--- src/rtl/featuremap_pad_writer_if.sv ---
// Pixel-stream and channel-FIFO signals of one featuremap_pad_writer instance.
// slave is the writer's view; master is the source/FIFO/controller side.
interface featuremap_pad_writer_if #(
    parameter int DATA_WIDTH = 32
);
    logic                  start;
    logic                  valid_in;
    logic [DATA_WIDTH-1:0] data_in;
    logic                  ready_in;
    logic                  fifo_full;
    logic                  wrreq;
    logic [DATA_WIDTH-1:0] data_out;
    logic                  busy;
    logic                  frame_done;

    modport slave (
        input  start, valid_in, data_in, fifo_full,
        output ready_in, wrreq, data_out, busy, frame_done
    );

    modport master (
        output start, valid_in, data_in, fifo_full,
        input  ready_in, wrreq, data_out, busy, frame_done
    );
endinterface

--- src/rtl/featuremap_pad_writer.sv ---
// Wraps a WIDTH x HEIGHT pixel raster in a one-word PAD_VALUE border and streams
// the padded raster, in raster order, into a conv2D channel FIFO.
module featuremap_pad_writer #(
    parameter int                    DATA_WIDTH = 32,
    parameter int                    WIDTH      = 112,
    parameter int                    HEIGHT     = 112,
    parameter logic [DATA_WIDTH-1:0] PAD_VALUE  = 32'h00000000
) (
    input  logic                   clk,
    input  logic                   rst,
    featuremap_pad_writer_if.slave bus
);

    //  state    | meaning
    //  S_IDLE   | waiting for start
    //  S_TOP    | pad row 0, WIDTH+2 words
    //  S_LEFT   | left border word of a pixel row
    //  S_PIXEL  | WIDTH pass-through pixels
    //  S_RIGHT  | right border word of a pixel row
    //  S_BOTTOM | pad row HEIGHT+1, WIDTH+2 words
    //  S_DONE   | one cycle, frame_done high
    localparam logic [2:0] S_IDLE   = 3'd0;
    localparam logic [2:0] S_TOP    = 3'd1;
    localparam logic [2:0] S_LEFT   = 3'd2;
    localparam logic [2:0] S_PIXEL  = 3'd3;
    localparam logic [2:0] S_RIGHT  = 3'd4;
    localparam logic [2:0] S_BOTTOM = 3'd5;
    localparam logic [2:0] S_DONE   = 3'd6;

    localparam int CW = $clog2(WIDTH + 2);
    localparam int RW = $clog2(HEIGHT + 2);

    localparam logic [CW-1:0] COL_ROW_END = CW'(WIDTH + 1);
    localparam logic [CW-1:0] COL_PIX_END = CW'(WIDTH);
    localparam logic [CW-1:0] COL_ONE     = CW'(1);
    localparam logic [RW-1:0] ROW_LAST    = RW'(HEIGHT);
    localparam logic [RW-1:0] ROW_ONE     = RW'(1);

    logic [2:0]            state_q, state_d;
    logic [CW-1:0]         col_q, col_d;
    logic [RW-1:0]         row_q, row_d;
    logic                  frame_done_q, frame_done_d;
    logic                  wr;
    logic                  rdy;
    logic [DATA_WIDTH-1:0] dout;

    always_comb begin
        state_d = state_q;
        col_d   = col_q;
        row_d   = row_q;
        wr      = 1'b0;
        rdy     = 1'b0;
        dout    = PAD_VALUE;
        case (state_q)
            S_IDLE: begin
                if (bus.start) begin
                    state_d = S_TOP;
                    col_d   = '0;
                    row_d   = '0;
                end
            end
            S_TOP, S_BOTTOM: begin
                wr = !bus.fifo_full;
                if (wr) begin
                    if (col_q == COL_ROW_END) begin
                        col_d = '0;
                        if (state_q == S_TOP) begin
                            state_d = S_LEFT;
                            row_d   = ROW_ONE;
                        end else begin
                            state_d = S_DONE;
                        end
                    end else begin
                        col_d = col_q + COL_ONE;
                    end
                end
            end
            S_LEFT: begin
                wr = !bus.fifo_full;
                if (wr) begin
                    col_d   = col_q + COL_ONE;
                    state_d = S_PIXEL;
                end
            end
            S_PIXEL: begin
                // A stalled FIFO also stalls the source, so no pixel is dropped.
                rdy  = !bus.fifo_full;
                wr   = bus.valid_in && !bus.fifo_full;
                dout = bus.data_in;
                if (wr) begin
                    col_d = col_q + COL_ONE;
                    if (col_q == COL_PIX_END) begin
                        state_d = S_RIGHT;
                    end
                end
            end
            S_RIGHT: begin
                wr = !bus.fifo_full;
                if (wr) begin
                    col_d   = '0;
                    row_d   = row_q + ROW_ONE;
                    state_d = (row_q < ROW_LAST) ? S_LEFT : S_BOTTOM;
                end
            end
            S_DONE: begin
                state_d = S_IDLE;
            end
            default: begin
                state_d = S_IDLE;
            end
        endcase
        frame_done_d = (state_d == S_DONE);
    end

    always_ff @(posedge clk or negedge rst) begin
        if (!rst) begin
            state_q      <= S_IDLE;
            col_q        <= '0;
            row_q        <= '0;
            frame_done_q <= 1'b0;
        end else begin
            state_q      <= state_d;
            col_q        <= col_d;
            row_q        <= row_d;
            frame_done_q <= frame_done_d;
        end
    end

    assign bus.wrreq      = wr;
    assign bus.ready_in   = rdy;
    assign bus.data_out   = dout;
    assign bus.busy       = (state_q != S_IDLE);
    assign bus.frame_done = frame_done_q;

endmodule

--- src/flat_wrapper.sv ---
// flat-port wrapper written by rule: the top's interface ports become plain ports
module featuremap_pad_writer_flat 
#(
    parameter int                    DATA_WIDTH = 32,
    parameter int                    WIDTH      = 112,
    parameter int                    HEIGHT     = 112,
    parameter logic [DATA_WIDTH-1:0] PAD_VALUE  = 32'h00000000
)
  (clk, rst, bus_start, bus_valid_in, bus_data_in, bus_fifo_full, bus_ready_in, bus_wrreq, bus_data_out, bus_busy, bus_frame_done);
  featuremap_pad_writer_if #(.DATA_WIDTH(DATA_WIDTH)) bus_i ();
  input  logic clk;
  input  logic rst;
  input wire logic [$bits(bus_i.start)-1:0] bus_start;
  input wire logic [$bits(bus_i.valid_in)-1:0] bus_valid_in;
  input wire logic [$bits(bus_i.data_in)-1:0] bus_data_in;
  input wire logic [$bits(bus_i.fifo_full)-1:0] bus_fifo_full;
  output wire logic [$bits(bus_i.ready_in)-1:0] bus_ready_in;
  output wire logic [$bits(bus_i.wrreq)-1:0] bus_wrreq;
  output wire logic [$bits(bus_i.data_out)-1:0] bus_data_out;
  output wire logic [$bits(bus_i.busy)-1:0] bus_busy;
  output wire logic [$bits(bus_i.frame_done)-1:0] bus_frame_done;
  assign bus_i.start = bus_start;
  assign bus_i.valid_in = bus_valid_in;
  assign bus_i.data_in = bus_data_in;
  assign bus_i.fifo_full = bus_fifo_full;
  assign bus_ready_in = bus_i.ready_in;
  assign bus_wrreq = bus_i.wrreq;
  assign bus_data_out = bus_i.data_out;
  assign bus_busy = bus_i.busy;
  assign bus_frame_done = bus_i.frame_done;
  featuremap_pad_writer #(.DATA_WIDTH(DATA_WIDTH), .WIDTH(WIDTH), .HEIGHT(HEIGHT), .PAD_VALUE(PAD_VALUE)) u_core (.clk(clk), .rst(rst), .bus(bus_i));
endmodule
--- config.mk ---
export PLATFORM = sky130hd
export DESIGN_NAME = featuremap_pad_writer_flat
export DESIGN_NICKNAME = d
export VERILOG_FILES = /design/src/rtl/featuremap_pad_writer_if.sv /design/src/rtl/featuremap_pad_writer.sv /design/src/flat_wrapper.sv
export SDC_FILE = /design/constraint.sdc
export NUM_CORES = 1
export LEC_CHECK = 0
export ABC_CLOCK_PERIOD_IN_PS = 2540
export BUFFER_PORTS_ARGS = -buffer_cell sky130_fd_sc_hd__clkbuf_2
export CORE_MARGIN = 2
export CORE_UTILIZATION = 50
export DETAILED_ROUTE_END_ITERATION = 12
export PLACE_DENSITY = 0.85
export SLEW_MARGIN = 20
export SYNTH_ARGS = -nofsm -noshare
export SYNTH_HDL_FRONTEND = slang
export SYNTH_SLANG_ARGS = --single-unit
--- constraint.sdc ---
create_clock -name clk -period 2.54 [get_ports clk]
set_clock_uncertainty 0.1 [all_clocks]
set_input_delay 0.127 -clock clk [delete_from_list [all_inputs] [get_ports clk]]
set_output_delay 0.127 -clock clk [all_outputs]
set_load 0.005 [all_outputs]
---- Yosys cells after proc, flatten, opt, wreduce, memory -nomap -nowiden ----
Index checks and enable logic that the tools add are counted.
word-level totals
  input port bits ......................... 37
  word-level logic and storage cells ...... 57
  flip-flop bits (word level) ............. 18
  output and inout port bits .............. 36
operators by class
  reductions and logical operators ........ 10
  add/sub/neg operators ................... 2
  magnitude comparators ................... 1
  eq/ne operators ......................... 15
  multiplexer cells ....................... 25
operators with widths
  kind                 number
  $mux 7               10
  $pmux 7 s5           1
  $mux 32              1
  $mux 3               9
  $pmux 7 s3           1
  $pmux 3 s5           1
  $add 7x1->7 const B  2
  $eq 7x7->1 const B   2
  $reduce_and 6->1     2
  $eq 3x3->1 const B   3
  $ne 2x2->1 const B   4
  $lt 7x7->1 const B   1
  $eq 3x2->1 const B   2
  $ne 2x1->1 const B   3
  $reduce_bool 3->1    2
  $reduce_bool 5->1    1
  $reduce_or 4->1      1
  $eq 3x1->1 const B   1
  $logic_not 3->1      1
  $pmux 1 s2           1
  $reduce_or 2->1      1
  $logic_and 1x1->1    1
  $logic_not 1->1      1
  $mux 1               1

---- Longest topological paths before layout ----
  depth after elaboration ................. 6
  mapped depth ............................ 6
  depth with buffers taken out ............ 6

---- Worst setup path before layout ----
OpenSTA, ideal clock, no wires.
  path kind ............................... flip-flop to flip-flop
  from .................................... reg u_core.col_q[0]
  to ...................................... reg u_core.col_q[2]
  cell stages (with the launch flop) ...... 6
  path slack .............................. 0.791 ns
  setup time .............................. 0.101 ns
  period minus slack after synthesis ...... 1.749 ns
  data required time ...................... 2.339 ns
  buffers on the path ..................... 0
  arrival time ............................ 1.548 ns
  cells stage by stage .................... dfrtp_1 -> ha_1 -> and2_2 -> a311oi_4 -> o2bb2ai_4 -> o311ai_2
on the way
  longest elaborated chain between the ends .. 4
  elaborated cells on any way between the ends .. 7
  those cells by class .................... add/sub (1); eq/ne (1); mux (5)
RTL lines
  item                                              line                          text
  from (decl)                                       featuremap_pad_writer.sv:40   logic [CW-1:0] col_q, col_d;
  from (signal assigned)                            featuremap_pad_writer.sv:123  col_q <= col_d;
  $add 7x1->7 / $eq 7x7->1 (equally long branches)  n/a
  $mux 7                                            featuremap_pad_writer.sv:65   if (col_q == COL_ROW_END) begin
  $mux 7                                            featuremap_pad_writer.sv:64   if (wr) begin
  $pmux 7 s5 (*)                                    featuremap_pad_writer.sv:54   case (state_q)
Every way passes the cells marked *; elsewhere a longest branch is shown, timed or not. The select of a mux whose other input is x is not followed.
A chain may end at the register's enable or synchronous reset.

---- Final worst setup path ----
  from .................................... reg u_core.state_q[1]
  to ...................................... out bus_ready_in
on the way
  longest elaborated chain between the ends .. 2
RTL lines
  item                    line                          text
  from (decl)             featuremap_pad_writer.sv:39   logic [2:0] state_q, state_d;
  from (signal assigned)  featuremap_pad_writer.sv:122  state_q <= state_d;
  $eq 3x2->1              featuremap_pad_writer.sv:54
  $mux 1                  featuremap_pad_writer.sv:54
  to (decl)               flat_wrapper.sv:17            output wire logic [$bits(bus_i.ready_in)-1:0] bus_ready_in;
No other way between the ends.

==> key figures <==
Layout
  • Ant diodes: 0
  • Layout cells sized above 1: 38.7%
  • Area growth syn-to-layout: 25.6%
  • Most common cell after layout, fill and taps aside: clkbuf_2
  • Final Cell Area: 1880 um2
  • Commonest cells after routing, fill and taps aside: 72 x clkbuf_2, 34 x and3_1, 18 x dfrtp_1
  • Fin nets: 281
  • Final core utilization: 67.0%
  • Fill cells: 240

Yosys
  • Synthesized Nets: ~210
  • Ys flop type: dfrtp_1
  • Post-synthesis sequential area ratio: between 30% and 40%
  • Netlist Area Pre-Place: 1500 um2
  • Mapped Cells: 173
  • Yosys warning count: 0
  • Post-synth EDFFs: 0
  • Seq cells post-synth: 18
  • Async set-reset flop share out of synthesis: between 90% and 100%
  • Mean post-synth cell area: approximately 8.7 um2
  • Netlist cell types: 44

Floorplan
  • DIE AREA: 3450 um2
  • Starting Density: 53.4%
  • # IOs: 73
  • Row count: 19
  • Core area: 2810 um2
  • Die width: 58.7 um
  • Die H: between 50 and 60 um

Clocking
  • TritonCTS clock tree: built
  • CTS HTree Levels: 1
  • CTS Buffer Depth: 2
  • CTS Sinks: 18
  • Reg clk slew, reported paths: 0.10 ns
  • Clock Latency Late Sink: 0.29 ns
  • Root Driver: clkbuf_4
  • Post-CTS Resized: 0
  • CTS Buf Count: 3

Placed design
  • Placed cell area: between 1500 and 2000 um2
  • GPL Wtd Cong: 0.856
  • Post-DP HPWL: 2900 um
  • PortBufs: 72
  • Place WS: 0.557 ns

Timing
  • Max_slew headroom: between 60% and 70%
  • Final min period: 2.14 ns
  • Hold Violations, Final: 0
  • Period utilization: 84.2%
  • Max Clk Rate: 0.467 GHz
  • RSZ-0062 raised after global routing: no
  • Least-Margin Pin Slew: 0.504 ns
  • Setup WS post-layout: 0.400 ns
  • Max-slew violation count: 0
  • Final TNS setup: 0 ns
  • Final setup viols: 0

Routing
  • Drt wl/cell: 14.1 um
  • Drt total wl: 3810 um
  • Post-route ant nets: 0
  • DRC: 2
  • Routed vias: around 1600
  • First DRT Iteration DRCs: 51
  • First-pass detailed-route iteration total: 8
  • Drt via density: 5.78

Job
  • Max_cap viols: 0

Global route
  • Vias in the first global route: 1313
  • Pin count of the biggest net entering global routing: 42
  • GRT Total Usage: 21.7%
  • Total gr overflow: 0
  • Antenna violations before repair: 0
  • First-pass GRT wire length: between 5000 and 6000 um

Power
  • Max VDD drop: 583 uV
  • Power Dens Cells: 891 nW/um2
  • Power, Total: 1670 uW
  • Pleak: around 0.0010 uW

Setup path
  • Crit path max fanout: 41
  • Reg2Reg Setup Slack: 0.51 ns
  • WP data required: 2.31 ns
  • Worst Path Arrival: ~1.9 ns
  • Worst setup EP type: output pin
  • Startpoint Class: register
  • Critical path class: reg2out

Status
  • Outcome: finished, violations left
  • Failing checks: design-rule violations

Hold path
  • Hold Crit Class: in2reg
per-stage QoR:
step,instances,hold WS (ns)
finish,269,0.0919
global route,269,0.107
CTS,269,0.0783
detailed placement,265,-0.00639
global placement,265,-0.00487
floorplan,173,-0.269
cells in the mapped netlist (3+ instances only):
cell      number  share of area, %
and3_1        34                14
nand3_1       14               4.7
dfrtp_1       18                30
o31ai_1        5               2.5
o211ai_1       9               4.5
mux2i_1        4               2.7
nor4_1         3               1.3
nand2_1        7               1.8
nor2_1         5               1.3
ha_1           4               3.3
inv_1          6               1.5
buf_2          5               1.7
o21ai_0       10               3.3
clkbuf_1       7               1.8
flip-flops by register name, summed over array words and instances, names as in the netlist:
signal,flops
u_core.bus.frame_done,1
u_core.col_q,7
u_core.row_q,7
u_core.state_q,3
area by class of cell:
cell class                 instances  area (um2)  share of cell area (%)
multi-input combinational        135         953                    50.7
sequential                        18         450                    24.0
timing repair buffer              76         393                    20.9
tap                               31        38.8                    2.06
clock buffer                       3        22.5                    1.20
inverter                           6        22.5                    1.20
worst paths after layout:
| path | startpoint | endpoint | cells after the start |
|---|---|---|---|
| hold / removal | bus_fifo_full | u_core.bus.frame_done$_DFF_PN0_ | 2 |
| setup reg to reg | u_core.state_q[0]$_DFF_PN0_ | u_core.col_q[2]$_DFFE_PN0P_ | 4 |
| hold reg to reg | u_core.row_q[0]$_DFFE_PN0P_ | u_core.row_q[0]$_DFFE_PN0P_ | 1 |
| min in group asynchronous | rst | u_core.row_q[2]$_DFFE_PN0P_ | 2 |
| max in group asynchronous | rst | u_core.col_q[2]$_DFFE_PN0P_ | 2 |
| setup / recovery | u_core.state_q[1]$_DFF_PN0_ | bus_ready_in | 6 |
worst max-delay path, stage by stage, from the launching register on:
cell	delay, ns
dfrtp_1	0.60
inv_1	0.21
nor2_2	0.11
buf_4	0.32
nand2_1	0.11
nor2_1	0.13
clkbuf_2	0.13
cell families after synthesis:
group | after synthesis | synth area share [%]
AO/OA/AOI/OAI | 43 | 24.3
adder cells (fa/ha/maj) | 4 | 3.34
buffers and inverters | 20 | 6.43
flip-flops | 18 | 30.1
multiplexers | 4 | 2.67
AND/OR/NAND/NOR | 84 | 33.2
repair_timing:
action / 4_1_cts / 5_1_grt
hold buffers: 1 / 0
hold endpoints to repair: 18 / 0
buffers inserted: 0 / 0
report_power, final:
group,internal [uW],switching [uW]
Clock,55.2,84.3
Sequential,364,153
Combinational,450,570
Total,868,807
per-layer routing:
layer,routed length [um],vias up,track usage (%)
met5,0,-,0
met4,41,0,6.17
met3,145,4,5.49
met2,2000,31,34.1
met1,1620,729,29.5
li1,-,791,-
No activity file was read; power rests on OpenSTA's default activity.
